==> config.mk <==
export PLATFORM = sky130hd
export DESIGN_NAME = muldiv_sequencer_flat
export DESIGN_NICKNAME = d
export VERILOG_FILES = /design/src/rtl/muldiv_if.sv /design/src/rtl/muldiv_sequencer.sv /design/src/flat_wrapper.sv
export SDC_FILE = /design/constraint.sdc
export NUM_CORES = 1
export LEC_CHECK = 0
export CAP_MARGIN = 20
export CORE_AREA = 5 5 178 180
export DETAILED_ROUTE_END_ITERATION = 12
export DIE_AREA = 0 0 183 185
export GPL_TIMING_DRIVEN = 1
export PLACE_DENSITY = 0.72
export SYNTH_ARGS = -nofsm -noshare
export SYNTH_HDL_FRONTEND = slang
export SYNTH_SLANG_ARGS = --single-unit
==> constraint.sdc <==
create_clock -name clk -period 8.65 [get_ports clk]
set_clock_uncertainty 0.1 [all_clocks]
set_input_delay 1.2975 -clock clk [delete_from_list [all_inputs] [get_ports clk]]
set_output_delay 1.2975 -clock clk [all_outputs]
set_load 0.05 [all_outputs]
==> src/rtl/muldiv_if.sv <==
// muldiv_if: core-side handshake, HI/LO access and result bus of the multiply/divide sequencer.
interface muldiv_if #(parameter int WIDTH = 32);
    logic             start;
    logic [1:0]       op;
    logic [WIDTH-1:0] a;
    logic [WIDTH-1:0] b;
    logic             mthi;
    logic             mtlo;
    logic             hilo_rd;
    logic             busy;
    logic             done;
    logic             stall;
    logic [WIDTH-1:0] hi;
    logic [WIDTH-1:0] lo;
    modport master (output start, op, a, b, mthi, mtlo, hilo_rd, input busy, done, stall, hi, lo);
    modport slave  (input start, op, a, b, mthi, mtlo, hilo_rd, output busy, done, stall, hi, lo);
endinterface

==> src/rtl/muldiv_sequencer.sv <==
// muldiv_sequencer: bit-serial MULT/MULTU/DIV/DIVU on sign magnitudes, owns HI/LO.
module muldiv_sequencer #(
    parameter int WIDTH = 32
) (
    input logic   clk,
    input logic   reset_n,
    muldiv_if.slave bus
);
    localparam int CW = $clog2(WIDTH);
    typedef enum logic [1:0] {IDLE, CALC, FIX} state_t;
    state_t           state, state_nx;
    logic [CW-1:0]    count;
    logic [WIDTH-1:0] acc, q, m, hi, lo, abs_a, abs_b, rem_s, quo_s;
    logic [WIDTH:0]   div_sh, mul_sum;
    logic [2*WIDTH-1:0] prod, prod_s;
    logic             is_div, neg_q, neg_r, done, busy, signed_op, div_ge;
    always_comb begin
        signed_op = ~bus.op[0];
        abs_a     = (signed_op & bus.a[WIDTH-1]) ? -bus.a : bus.a;
        abs_b     = (signed_op & bus.b[WIDTH-1]) ? -bus.b : bus.b;
        div_sh    = {acc, q[WIDTH-1]};
        div_ge    = div_sh >= {1'b0, m};
        mul_sum   = {1'b0, acc} + {1'b0, q[0] ? m : '0};
        prod      = {acc, q};
        prod_s    = neg_q ? -prod : prod;
        rem_s     = neg_r ? -acc : acc;
        quo_s     = neg_q ? -q : q;
    end
    always_ff @(posedge clk or negedge reset_n)
        if (!reset_n) state <= IDLE;
        else          state <= state_nx;
    always_comb
        state_nx = (state == IDLE) ? (bus.start ? CALC : IDLE) :
                   (state == CALC) ? ((count == CW'(WIDTH - 1)) ? FIX : CALC) : IDLE;
    always_comb begin
        busy      = state != IDLE;
        bus.stall = busy & (bus.hilo_rd | bus.start | bus.mthi | bus.mtlo);
    end
    // acc doubles as product high half (MUL) and partial remainder (DIV); q as multiplier / quotient
    always_ff @(posedge clk or negedge reset_n) begin
        if (!reset_n) begin
            {count, acc, q, m, hi, lo, is_div, neg_q, neg_r, done} <= '0;
        end else begin
            done <= 1'b0;
            if (state == IDLE) begin
                if (bus.mthi) hi <= bus.a;
                if (bus.mtlo) lo <= bus.a;
                if (bus.start) begin
                    is_div <= bus.op[1];
                    neg_q  <= signed_op & (bus.a[WIDTH-1] ^ bus.b[WIDTH-1]);
                    neg_r  <= signed_op & bus.a[WIDTH-1];
                    acc    <= '0;
                    q      <= bus.op[1] ? abs_a : abs_b;
                    m      <= bus.op[1] ? abs_b : abs_a;
                    count  <= '0;
                end
            end else if (state == CALC) begin
                count <= count + 1'b1;
                acc   <= is_div ? (div_ge ? div_sh[WIDTH-1:0] - m : div_sh[WIDTH-1:0]) : mul_sum[WIDTH:1];
                q     <= is_div ? {q[WIDTH-2:0], div_ge} : {mul_sum[0], q[WIDTH-1:1]};
            end else begin
                done <= 1'b1;
                hi   <= is_div ? rem_s : prod_s[2*WIDTH-1:WIDTH];
                lo   <= is_div ? quo_s : prod_s[WIDTH-1:0];
            end
        end
    end
    assign bus.busy = busy;
    assign bus.done = done;
    assign bus.hi   = hi;
    assign bus.lo   = lo;
endmodule
==> src/flat_wrapper.sv <==
// flat-port wrapper written by rule: the top's interface ports become plain ports
module muldiv_sequencer_flat 
#(
    parameter int WIDTH = 32
)
  (clk, reset_n, bus_start, bus_op, bus_a, bus_b, bus_mthi, bus_mtlo, bus_hilo_rd, bus_busy, bus_done, bus_stall, bus_hi, bus_lo);
  muldiv_if #(.WIDTH(WIDTH)) bus_i ();
  input logic clk;
  input logic reset_n;
  input wire logic [$bits(bus_i.start)-1:0] bus_start;
  input wire logic [$bits(bus_i.op)-1:0] bus_op;
  input wire logic [$bits(bus_i.a)-1:0] bus_a;
  input wire logic [$bits(bus_i.b)-1:0] bus_b;
  input wire logic [$bits(bus_i.mthi)-1:0] bus_mthi;
  input wire logic [$bits(bus_i.mtlo)-1:0] bus_mtlo;
  input wire logic [$bits(bus_i.hilo_rd)-1:0] bus_hilo_rd;
  output wire logic [$bits(bus_i.busy)-1:0] bus_busy;
  output wire logic [$bits(bus_i.done)-1:0] bus_done;
  output wire logic [$bits(bus_i.stall)-1:0] bus_stall;
  output wire logic [$bits(bus_i.hi)-1:0] bus_hi;
  output wire logic [$bits(bus_i.lo)-1:0] bus_lo;
  assign bus_i.start = bus_start;
  assign bus_i.op = bus_op;
  assign bus_i.a = bus_a;
  assign bus_i.b = bus_b;
  assign bus_i.mthi = bus_mthi;
  assign bus_i.mtlo = bus_mtlo;
  assign bus_i.hilo_rd = bus_hilo_rd;
  assign bus_busy = bus_i.busy;
  assign bus_done = bus_i.done;
  assign bus_stall = bus_i.stall;
  assign bus_hi = bus_i.hi;
  assign bus_lo = bus_i.lo;
  muldiv_sequencer #(.WIDTH(WIDTH)) u_core (.clk(clk), .reset_n(reset_n), .bus(bus_i));
endmodule
Word level (Yosys, flattened, before mapping):

Index checks and enable logic that the tools add are counted.

* multipliers: 0
* mux-type cells: 34
* $lt $le $gt $ge: 1
* divide/modulo/power cells: 0
* bitwise gates (word level): 9
* $add $sub $neg: 8
* reductions and logical operators: 7
* equal/unequal tests: 6
* shift-type cells: 0

Operators by type and width (count)
* 32-bit 2-to-1 mux: 24
* 32-bit negator: 4
* 64-bit 2-to-1 mux: 1
* 64-bit negator: 1
* 32-bit by 32-bit adder with 33-bit output: 1
* 33-bit by 32-bit greater-or-equal comparator with 1-bit output: 1
* 32-bit subtractor: 1
* 5-bit 2-to-1 mux: 3
* 2-bit AND reduction: 4
* 2-bit 2-to-1 mux: 3
* 2-bit inequality test, second input constant: 3
* 5-bit by 1-bit adder with 5-bit output, second input constant: 1
* 5-bit == test, second input constant: 1
* 1-bit bitwise AND: 4
* 2-bit nonzero test: 2
* 1-bit 2-to-1 mux: 3
* 1-bit bitwise OR: 3
* 2-bit by 1-bit == test with 1-bit output, second input constant: 1
* 2-bit logical NOT: 1
* 2-bit by 1-bit inequality test with 1-bit output, second input constant: 1
* 1-bit inverter: 1
* 1-bit XOR: 1

* register bits after elaboration: 171
* ROM bits: 0
* RAM bits: 0
* word-level logic and storage cells: 76
* bits in latches: 0
* memories kept: 0

Longest topological paths before layout:

* depth in word-level cells: 6
* depth in mapped cells: 14
* mapped depth without buffers: 13

Worst setup path before layout:

OpenSTA, ideal clock, no wires.

* path type: input to register
* start: in bus_b[9]
* end: reg u_core.q[29]
* setup slack: 4.978 ns
* required time: 8.427 ns
* library setup time: 0.123 ns
* buffers on the path: 1
* stages on the path: 9
* arrival: 3.449 ns
* cell sequence: or4_1 nor4_1 and2_1 clkbuf_1 nand3_1 o41ai_1 xor2_1 mux2i_1 o221a_2

* longest elaborated chain between the ends: 5

RTL lines
* start: declaration: RTL line flat_wrapper.sv:13 `input wire logic [$bits(bus_i.b)-1:0] bus_b;`
* 32-bit negator: RTL line muldiv_sequencer.sv:20 `abs_b = (signed_op & bus.b[WIDTH-1]) ? -bus.b : bus.b;`
* 32-bit 2-to-1 mux: RTL line muldiv_sequencer.sv:20
* 32-bit 2-to-1 mux: RTL line muldiv_sequencer.sv:53 `q <= bus.op[1] ? abs_a : abs_b;`
* 32-bit 2-to-1 mux: RTL line muldiv_sequencer.sv:48 `if (bus.start) begin`
* 32-bit 2-to-1 mux: RTL line muldiv_sequencer.sv:45 `if (state == IDLE) begin`
* end signal: assignment: RTL line muldiv_sequencer.sv:53
* end signal: assignment: RTL line muldiv_sequencer.sv:60 `q <= is_div ? {q[WIDTH-2:0], div_ge} : {mul_sum[0], q[WIDTH-1:1]};`
* end: declaration: RTL line muldiv_sequencer.sv:13 `logic [WIDTH-1:0] acc, q, m, hi, lo, abs_a, abs_b, rem_s, quo_s;`

No other way between the ends. The select of a mux whose other input is x is not followed.
A chain may end at the register's enable or synchronous reset.

Worst setup path in the final report:

* start: in bus_a[0]
* end: reg u_core.q[24]

* longest elaborated chain between the ends: 5

RTL lines
* start: declaration: RTL line flat_wrapper.sv:12 `input wire logic [$bits(bus_i.a)-1:0] bus_a;`
* 32-bit negator: RTL line muldiv_sequencer.sv:19 `abs_a = (signed_op & bus.a[WIDTH-1]) ? -bus.a : bus.a;`
* 32-bit 2-to-1 mux: RTL line muldiv_sequencer.sv:19
* 32-bit 2-to-1 mux: RTL line muldiv_sequencer.sv:53
* 32-bit 2-to-1 mux: RTL line muldiv_sequencer.sv:48
* 32-bit 2-to-1 mux: RTL line muldiv_sequencer.sv:45

No other way between the ends. The select of a mux whose other input is x is not followed.

==> results.tsv <==
stage	metric	value	unit
outcome	run_status	complete, no violations	
yosys	synth_top_family_by_area	compound AO/OA/AOI/OAI gates	
cells_and_area	layout-drive-gt1-share	5.27	%
yosys	avgSynthCellArea	7.62	µm²
global_route	top_usage_layer	met2	
route	drt-wirelength-per-cell	23.2	µm
global_route	grt-ovfl-total	0	
critical_path	end_kind	register	
critical_path	slowest_stage	nor4b_1	
critical_path	worstPathRequired	8880	ps
critical_path	r2r-end	u_core.acc[26]	
yosys	synth.area.top_cells	dfrtp_1 28%, a21oi_1 6.7%, o21ai_0 6.4%	
timing	fin_tns_setup	0	ps
critical_path	cp_top_family	simple AND/OR/NAND/NOR gates	
timing	rsz0062_at_grt	no	
route	route.vias.total	15594	
hold_path	hp-start	u_core.bus.hi[26]	
place	place_area	0.0167	mm²
clock_tree	clockBufferDepth	2	
timing	fin_hold_ws	379	ps
critical_path	reg2reg_depth	13	
global_route	grt_use_total	33.1	%
floorplanning	chipWidth	183	µm
global_route	grtUsageMet1	47.3	%
power_and_ir_drop	power_leakage	0.00712	µW
timing	fmax	227	MHz
clock_tree	clock-sinks	171	
critical_path	r2r-start	u_core.q[0]	
global_route	use_met2	48.5	%
timing	tightest_slew	1080	ps
critical_path	r2r_setup_slack	4260	ps
clock_tree	htreeDepth	4	
yosys	synth_nets	2122	
hold_path	min_path_type	register to register	
cells_and_area	fillers	2836	
yosys	synth_xor_xnor_area_share	10.1	%
critical_path	cp_cell_sequence	clkdlybuf4s50_1 > inv_1 > ha_1 > nor4b_1 > nand4_1 > o21ai_1 > o21ai_0 > xnor2_1 > nand2_1 > o21ai_0 > nand2_1 > a22o_1	
clock_tree	clk_pin_slew	70	ps
timing	slew_headroom	27.7	%
place	globalplace.congestion	0.986	
yosys	synth_area	0.0151	mm²
critical_path	critPathMaxStageDelay	620	ps
timing	fin_crit	4400	ps
yosys	synth_commonest_cells	239 x nor2_1, 222 x nand2_1, 201 x a21oi_1, 192 x o21ai_0, 171 x dfrtp_1	
route	dr.pass1.iters	5	
place	dp_worst_setup_slack	3950	ps
yosys	synthDistinctLibCells	80	
hold_path	min_path_cells	2	
clock_tree	cts_root_buffer	clkbuf_16	
power_and_ir_drop	cellPowerDensity	479	mW/mm²
floorplanning	initial_core_util	50.2	%
floorplanning	coreArea	0.0300	mm²
critical_path	startpoint_type	input pin	
cells_and_area	layout.nets	2180	
cells_and_area	antenna_cells	0	
timing	slew_violations	0	
power_and_ir_drop	vdd_ir_drop_max	0.000255	V
yosys	synth_compound_area_share	26.6	%
clock_tree	cts_buffers	17	
route	drcViolationCount	0	
global_route	grt_pass1_wl	87200	µm
timing	setup_ws	4250	ps
yosys	synth-async-reset-ratio	100	%
critical_path	crit_fanout	6	
cells_and_area	final_core_utilization	57.4	%
global_route	first_global_vias	14601	
global_route	grt_antenna_before_repair	0	
clock_tree	cts_resized	0	
yosys	synth_most_common_cell	nor2_1	
clock_tree	post_cts_buffers	0	
yosys	yosys.area.top_type	dfrtp_1	
yosys	synth_cells	1978	
hold_path	min_to	u_core.bus.hi[26]	
place	hpwl	43400	µm
route	ant_nets	0	
yosys	synthMuxAreaShare	3.94	%
yosys	synth_edf_count	0	
route	drtIter0Drc	2032	
clock_tree	insertion_delay	440	ps
critical_path	path_buf_inv	2	
place	portBuffers	138	
floorplanning	die_area	0.0339	mm²
global_route	grt_max_degree	99	
cells_and_area	final_cell_area	0.0172	mm²
critical_path	arrival	4630	ps
timing	hold_viol	0	
yosys	ys_seq_area_share	28.4	%
clock_tree	tritoncts	yes	
cells_and_area	area_delta_synth_final	14.3	%
yosys	yosys.area_share.simple	20.1	%
yosys	synthAdderAreaFrac	6.08	%
timing	setup_violations	0	
timing	finalCritPeriodShare	50.9	%
route	viasPerCell	6.38	
floorplanning	dieHeight	185	µm
floorplanning	io_pins	139	
yosys	synth.top_cell.area_share	28.4	%
route	drt-total-wl	56700	µm
yosys	ys_seq_elements	171	
yosys	ys.warnings.count	0	
yosys	synthFlopType	dfrtp_1	
global_route	grt_use_met3	7.60	%
critical_path	path_class	input pin to register	
floorplanning	rows	64	
clock_tree	cts_hold_buffers	0	
job	maxCapViolCount	0	
flip-flops by register name (all words and copies together), names as in the netlist:
signal,flops
u_core.neg_q,1
u_core.bus.hi,32
u_core.acc,32
u_core.is_div,1
u_core.m,32
u_core.count,5
u_core.neg_r,1
u_core.q,32
u_core.bus.done,1
u_core.bus.lo,32
u_core.state,2
per-stage QoR:
| stage | cells | power, µW |
|---|---|---|
| 3_5_place_dp | 2412 | 7360 |
| 3_3_place_gp | 2412 | 7300 |
| 5_1_grt | 2445 | 8860 |
| 4_1_cts | 2444 | 8120 |
| 6_report | 2445 | 8250 |
| 2_1_floorplan | 1978 | 5690 |
cells by family (layout without fill, tap and decap cells):
| family | after synthesis | in the layout |
|---|---|---|
| AND/OR/NAND/NOR | 664 | 664 |
| AO/OA/AOI/OAI | 650 | 650 |
| buffers and inverters | 191 | 262 |
| XOR/XNOR | 173 | 173 |
| flip-flops | 171 | 171 |
| adder cells (fa/ha/maj) | 72 | 72 |
| multiplexers | 57 | 57 |
layout by cell type (no fill, tap or decap), types with 25 or more instances in the layout:
cell type | synthesis | layout
a211oi_1 | 25 | 25
xnor2_1 | 96 | 96
o21ai_0 | 192 | 192
nor3_1 | 34 | 34
nand2_1 | 222 | 222
nor2_1 | 239 | 237
a31oi_1 | 25 | 25
clkdlybuf4s50_1 | 0 | 136
o31ai_1 | 43 | 43
or3_1 | 25 | 25
xor2_1 | 77 | 77
dfrtp_1 | 171 | 170
inv_1 | 67 | 67
ha_1 | 70 | 70
mux2i_1 | 38 | 38
a21oi_1 | 201 | 199
worst max path at each step:
stage | start | cells past startpoint | slack, ps | endpoint
2_1_floorplan | bus_b[9] | 9 | 4980 | u_core.q[29]
3_3_place_gp | bus_a[0] | 12 | 3990 | u_core.q[24]
3_5_place_dp | bus_a[0] | 12 | 3950 | u_core.q[24]
4_1_cts | bus_a[0] | 12 | 4370 | u_core.q[24]
5_1_grt | u_core.q[0] | 13 | 3970 | u_core.acc[26]
6_report | bus_a[0] | 12 | 4250 | u_core.q[24]
layout make-up:
cell class                 instances  area [µm²]  area share (%)
multi-input combinational       1616       10100            58.6
timing repair buffer             161        1550            9.02
clock buffer                      21         460            2.67
sequential                       171        4280            24.8
tap                              396         495            2.88
clock inverter                    11        86.3           0.501
inverter                          69         259            1.50
worst reg2reg max path, delay by kind of cell (launching register included):
| kind | cells | cell delay [ps] |
|---|---|---|
| fa+ha+maj | 1 | 330 |
| mux | 1 | 130 |
| compound gates | 6 | 2190 |
| simple gates | 3 | 480 |
| flops | 1 | 520 |
| buf+inv | 2 | 550 |
routing by layer:
layer / share of wire [%] / routed length, µm
met1: 43 / 24500
met2: 42 / 23600
met3: 11 / 6220
met4: 4.2 / 2380
met5: 0 / 0
report_power, final:
part | total (µW) | internal [µW] | switching, µW
clock network | 744 | 387 | 357
logic | 5730 | 2150 | 3580
registers | 1780 | 1200 | 578
total | 8250 | 3730 | 4520
Note: power is estimated with default switching activity, not from simulation.
